$ cat src/rtl/oddeven_pkg.sv
// Shared types and constants for the odd/even counter arbiter.
package oddeven_pkg;

  // Arbiter FSM states, 2-bit encoding.
  typedef enum logic [1:0] {
    StIdle  = 2'd0,
    StClear = 2'd1,
    StRun   = 2'd2,
    StDone  = 2'd3
  } state_e;

  // Default width of the burst-length inputs and the step counter.
  localparam int unsigned LEN_W_DEFAULT = 4;

  // Requester indices.
  localparam logic REQ_ID0 = 1'b0;
  localparam logic REQ_ID1 = 1'b1;

endpackage

$ cat src/rtl/oddeven_rr_pick.sv
// Two-way requester picker.
// Build option: define ODDEVEN_ARB_PRIO_EN for fixed priority (requester 0 wins ties);
// otherwise ties are resolved by the round-robin pointer.
module oddeven_rr_pick
  import oddeven_pkg::*;
(
  input  logic req0_i,
  input  logic req1_i,
  input  logic ptr_i,     // requester favoured on a tie
  output logic winner_o,
  output logic valid_o
);

`ifdef ODDEVEN_ARB_PRIO_EN
  // Pointer has no effect under fixed priority.
  logic unused_ptr;
  assign unused_ptr = ptr_i;
`endif

  // Choose the winning requester from the current requests.
  always_comb begin
    valid_o  = req0_i | req1_i;
    winner_o = REQ_ID0;
`ifdef ODDEVEN_ARB_PRIO_EN
    if (!req0_i && req1_i) begin
      winner_o = REQ_ID1;
    end
`else
    if (req0_i && req1_i) begin
      winner_o = ptr_i;
    end else if (req1_i) begin
      winner_o = REQ_ID1;
    end
`endif
  end

endmodule

$ cat src/rtl/oddeven_arbiter.sv
// Arbitrates two requesters for a shared 3-bit odd/even counter. The winner gets a counter
// clear, then exactly LEN step-enable cycles in its latched mode, then a DONE pulse.
// Build option: ODDEVEN_ARB_PRIO_EN selects fixed priority instead of round-robin.
module oddeven_arbiter
  import oddeven_pkg::*;
#(
  parameter int unsigned LEN_W = LEN_W_DEFAULT
) (
  input  logic             CLK,
  input  logic             RST,
  input  logic             REQ0,
  input  logic             MODE0,
  input  logic [LEN_W-1:0] LEN0,
  input  logic             REQ1,
  input  logic             MODE1,
  input  logic [LEN_W-1:0] LEN1,
  output logic             GNT0,
  output logic             GNT1,
  output logic             DONE0,
  output logic             DONE1,
  output logic             K,
  output logic             STEP,
  output logic             CNT_RST_N,
  output logic             BUSY
);

  state_e           state_q, state_d;
  logic             owner_q, owner_d;
  logic             mode_q, mode_d;
  logic [LEN_W-1:0] len_q, len_d;
  logic [LEN_W-1:0] cnt_q, cnt_d;
  logic [LEN_W-1:0] cnt_inc;
  logic             ptr_q, ptr_d;

  logic gnt0_q, gnt0_d, gnt1_q, gnt1_d;
  logic done0_q, done0_d, done1_q, done1_d;
  logic k_q, k_d, step_q, step_d, cnt_rst_n_q, cnt_rst_n_d, busy_q, busy_d;

  logic pick_winner, pick_valid;
  logic owner_req;

  oddeven_rr_pick u_pick (
    .req0_i   (REQ0),
    .req1_i   (REQ1),
    .ptr_i    (ptr_q),
    .winner_o (pick_winner),
    .valid_o  (pick_valid)
  );

  assign owner_req = (owner_q == REQ_ID1) ? REQ1 : REQ0;
  assign cnt_inc   = cnt_q + LEN_W'(1);

  // Next-state logic; outputs are decoded from the next state so they come out of flops.
  always_comb begin
    state_d = state_q;
    owner_d = owner_q;
    mode_d  = mode_q;
    len_d   = len_q;
    cnt_d   = cnt_q;
    ptr_d   = ptr_q;

    unique case (state_q)
      StIdle: begin
        if (pick_valid) begin
          owner_d = pick_winner;
          mode_d  = (pick_winner == REQ_ID1) ? MODE1 : MODE0;
          len_d   = (pick_winner == REQ_ID1) ? LEN1 : LEN0;
          cnt_d   = '0;
          state_d = StClear;
        end
      end
      StClear: begin
        // A dropped request abandons the burst; the turn still passes on.
        if (!owner_req) begin
          state_d = StIdle;
          ptr_d   = ~owner_q;
        end else if (len_q == '0) begin
          state_d = StDone;
        end else begin
          state_d = StRun;
        end
      end
      StRun: begin
        cnt_d = cnt_inc;
        if (!owner_req) begin
          state_d = StIdle;
          ptr_d   = ~owner_q;
        end else if (cnt_inc == len_q) begin
          state_d = StDone;
        end
      end
      StDone: begin
        state_d = StIdle;
        ptr_d   = ~owner_q;
      end
      default: state_d = StIdle;
    endcase

    gnt0_d      = (state_d != StIdle) && (owner_d == REQ_ID0);
    gnt1_d      = (state_d != StIdle) && (owner_d == REQ_ID1);
    done0_d     = (state_d == StDone) && (owner_d == REQ_ID0);
    done1_d     = (state_d == StDone) && (owner_d == REQ_ID1);
    k_d         = (state_d != StIdle) ? mode_d : 1'b0;
    step_d      = (state_d == StRun);
    cnt_rst_n_d = (state_d != StClear);
    busy_d      = (state_d != StIdle);
  end

  // State and registered outputs.
  always_ff @(posedge CLK or posedge RST) begin
    if (RST) begin
      state_q     <= StIdle;
      owner_q     <= REQ_ID0;
      mode_q      <= 1'b0;
      len_q       <= '0;
      cnt_q       <= '0;
      ptr_q       <= REQ_ID0;
      gnt0_q      <= 1'b0;
      gnt1_q      <= 1'b0;
      done0_q     <= 1'b0;
      done1_q     <= 1'b0;
      k_q         <= 1'b0;
      step_q      <= 1'b0;
      cnt_rst_n_q <= 1'b1;
      busy_q      <= 1'b0;
    end else begin
      state_q     <= state_d;
      owner_q     <= owner_d;
      mode_q      <= mode_d;
      len_q       <= len_d;
      cnt_q       <= cnt_d;
      ptr_q       <= ptr_d;
      gnt0_q      <= gnt0_d;
      gnt1_q      <= gnt1_d;
      done0_q     <= done0_d;
      done1_q     <= done1_d;
      k_q         <= k_d;
      step_q      <= step_d;
      cnt_rst_n_q <= cnt_rst_n_d;
      busy_q      <= busy_d;
    end
  end

  assign GNT0      = gnt0_q;
  assign GNT1      = gnt1_q;
  assign DONE0     = done0_q;
  assign DONE1     = done1_q;
  assign K         = k_q;
  assign STEP      = step_q;
  assign CNT_RST_N = cnt_rst_n_q;
  assign BUSY      = busy_q;

endmodule

$ cat config.mk
export PLATFORM = sky130hd
export DESIGN_NAME = oddeven_arbiter
export DESIGN_NICKNAME = d
export VERILOG_FILES = /design/src/rtl/oddeven_pkg.sv /design/src/rtl/oddeven_rr_pick.sv /design/src/rtl/oddeven_arbiter.sv
export SDC_FILE = /design/constraint.sdc
export NUM_CORES = 1
export LEC_CHECK = 0
export ABC_AREA = 1
export ABC_CLOCK_PERIOD_IN_PS = 2350
export BUFFER_PORTS_ARGS = -buffer_cell sky130_fd_sc_hd__buf_2
export CORE_MARGIN = 2
export CORE_UTILIZATION = 26
export DETAILED_ROUTE_END_ITERATION = 6
export PLACE_DENSITY = 0.53
export SETUP_SLACK_MARGIN = 0.4
export SLEW_MARGIN = 10
export SYNTH_ARGS = -nofsm -noshare
export SYNTH_HDL_FRONTEND = slang
export SYNTH_SLANG_ARGS = --single-unit
$ cat constraint.sdc
create_clock -name CLK -period 2.35 [get_ports CLK]
set_input_delay 0.1175 -clock CLK [delete_from_list [all_inputs] [get_ports CLK]]
set_output_delay 0.1175 -clock CLK [all_outputs]
set_load 0.005 [all_outputs]
==> metrics.md <==
| Metric | Value |
|---|---|
| Actual slew at the worst max-slew pin | `0.7970 ns` |
| Critical-path cell list | `ha_4, nand2_1, inv_1, o21ai_0, nor2_1, nand2_1, nand2_1, nand2_1, nand2_1, nand2_2, nand2_4, nor2_4, nor2_1` |
| Synth Warn # | `0` |
| #FFs+latches synth | `21` |
| # setup viols final | `0` |
| PnR worst setup slack | `0.6416 ns` |
| Min cycle time layout | `1.708 ns` |
| Total global-route track usage | `10.45%` |
| CP arrival | `1.85 ns` |
| Share of post-route cells with drive strength above 1 | `22.50%` |
| Crit Path Max Fanout | `6` |
| Initial antenna violation count | `0` |
| Crit path launch type | `flip-flop` |
| Pwr dens | `1183 nW/µm²` |
| Mapped Avg Cell Area | `7.971 µm²` |
| Post-Layout Inst Area | `1311 µm²` |
| Final Skew | `0.002808 ns` |
| Post-synthesis cell area | `1076 µm²` |
| Crit end category | `flip-flop` |
| Drt wl/cell | `10.00 µm` |
| Critical path depth | `13` |
| Initial Util | `26.90%` |
| Final nets | `180` |
| First-pass GRT wire length | `3567 µm` |
| Vias in the first global route | `829` |
| Worst r2r src | `cnt_q[0]` |
| Share of the synthesized area in the top cell type | `46.51%` |
| F_max | `585.3 MHz` |
| Failing checks | `hold timing` |
| Vias per inst | `4.214` |
| Flop2flop setup slack | `0.64 ns` |
| Final Hold Vio Count | `20` |
| Leakage | `0.6811 nW` |
| Most used cell, CP | `nand2_1` |
| # diodes | `0` |
| Unrepaired setup endpoints after global routing | `false` |
| Buf/Inv on CP | `1` |
| GPL Wtd Cong | `0.8150` |
| Slowest CP cell | `dfrtp_2` |
| Slew Viols, Final | `0` |
| Grt total ovfl | `0` |
| # hold bufs at CTS | `0` |
| WP data required | `2.49 ns` |
| Setup TNS | `0 ns` |
| Core area | `4000 µm²` |
| Cell row count | `23` |
| Wirelength, routed | `2100 µm` |
| Commonest cells after routing, fill and taps aside | `30 x nand2_1, 23 x inv_1, 21 x buf_2` |
| # port buffers | `21` |
| Setup CP Type | `flip-flop to flip-flop` |
| Crit path to | `GNT0` |
| Die width | `68.33 µm` |
| Worst Hold Class | `input pin to asynchronous set/reset pin` |
| Clk Latency, worst-skew pair | `0.26 ns` |
| R2r endpoint | `GNT0` |
| Largest net degree at the start of global routing | `22` |
| Core Util, Final | `32.78%` |
| Synth area leaders | `dfrtp_1 47%, nand2_1 10%, inv_1 8.0%` |
| Routed vias | `885` |
| Run status | `finished, violations left` |
| Reg clk slew, reported paths | `0.08 ns` |
| Area delta synth->final | `21.86%` |
| Post-Syn Nets | `154` |
| Slew HR | `46.81%` |
| Commonest non-fill, non-tap cell in the layout | `nand2_1` |
| Worst hold slack | `-0.004298 ns` |
| Post-synthesis sequential area ratio | `48.95%` |
| Root Driver | `clkbuf_8` |
| Cell taking the most area after synthesis | `dfrtp_1` |
| Crit path from | `cnt_q[0]` |
| Netlist cell types | `20` |
| DR pass1 iterations | `4` |
| DRC violations left | `0` |
| TritonCTS clock tree | `yes` |
| CP top delay family | `simple AND/OR/NAND/NOR gates` |
| Period utilization | `72.70%` |
| R2R depth | `13` |
| Initial DRC count | `18` |
| CTS Sinks | `21` |
| Cells after Synth | `135` |
| Max-Cap Viols | `0` |
| Detail Route Antenna Nets | `0` |
| Hpwl dp | `1625 µm` |
| Place WS | `0.5342 ns` |
| Die H | `68.33 µm` |
| Slowest stage delay, CP | `0.46 ns` |
| Max VDD drop | `0.5484 mV` |
| Maximum clock path buffer count | `2` |
| Dpl cell area | `1246 µm²` |
| Die area | `4669 µm²` |
| H-tree Lvls | `1` |
| Total CTS buffers | `3` |
| Num ports | `22` |
## worst register-to-register path, stage by stage (launching register included)
cell	delay, ns
dfrtp_2	0.46
ha_4	0.26
nand2_1	0.06
inv_1	0.03
o21ai_0	0.14
nor2_1	0.07
nand2_1	0.08
nand2_1	0.05
nand2_1	0.06
nand2_1	0.06
nand2_2	0.07
nand2_4	0.07
nor2_4	0.14
nor2_1	0.05
## layout make-up
type                            instances  area (µm²)
Fill cell                             412        2689
Sequential cell                        21       528.0
Multi-Input combinational cell         89       471.7
Timing Repair Buffer                   22       112.6
Inverter                               24       90.09
Tap cell                               50       62.56
Clock buffer                            3       41.29
Clock inverter                          1       5.005
## worst min-delay path by stage
stage                          end  slack (ns)  cells after the start
after floorplan               BUSY        0.09                      1
after global placement    len_q[1]        0.33                      2
after detailed placement  len_q[2]        0.32                      2
after CTS                 cnt_q[3]        0.04                      2
after global routing      cnt_q[3]        0.08                      2
final                     len_q[2]      -0.004                      2
## logic make-up after synthesis
logic type	after synthesis	synth area share, %
AOI/OAI and AO/OA	19	9.884
adders and majority gates	5	5.814
buffers and inverters	25	8.836
DFF	21	48.95
muxes	1	0.9303
and+or+nand+nor	64	25.58
## synthesized netlist by cell type
library cell / count
nor2_2: 1
nand2_1: 30
a31oi_1: 2
nand2_4: 1
inv_1: 23
nand3_1: 7
a21oi_2: 1
nor2_1: 18
o22ai_1: 4
nand2_2: 3
inv_2: 1
o21ai_0: 10
dfrtp_1: 20
buf_2: 1
nor3_1: 1
ha_1: 5
dfstp_2: 1
nand4_1: 3
mux2i_1: 1
a21oi_1: 2
## metrics by stage
step                total power, mW  hold WS, ns  cells
floorplan                     1.098      0.09329    135
global route                  1.712      0.07954    210
detailed placement            1.300       0.3184    206
finish                        1.551    -0.004298    210
global placement              1.308       0.3267    206
CTS                           1.543      0.03560    210
## metal layers
metal	routed length, µm	global-route usage (%)	vias to the layer above
met5	0	0	-
li1	-	-	475
met3	100	1.645	5
met1	1086	15.44	381
met2	864	14.20	24
met4	48	6.000	0
## timing repair
| action | CTS | global route |
|---|---|---|
| setup endpoints to repair | 0 | 4 |
| buffers inserted | 0 | 0 |
| resized for setup | 0 | 3 |
## flip-flops by register name (all words and copies together), names as in the netlist
register   count
DONE1          1
owner_q        1
CNT_RST_N      1
GNT1           1
K              1
len_q          4
BUSY           1
mode_q         1
STEP           1
cnt_q          4
ptr_q          1
GNT0           1
DONE0          1
state_q        2
## power by group
| part | internal (mW) | switching (mW) | total, mW |
|---|---|---|---|
| Combinational | 0.279 | 0.431 | 0.710 |
| Sequential | 0.515 | 0.0890 | 0.604 |
| Clock | 0.118 | 0.119 | 0.237 |
| Total | 0.912 | 0.639 | 1.55 |
Power figures use the tool's default switching activity.
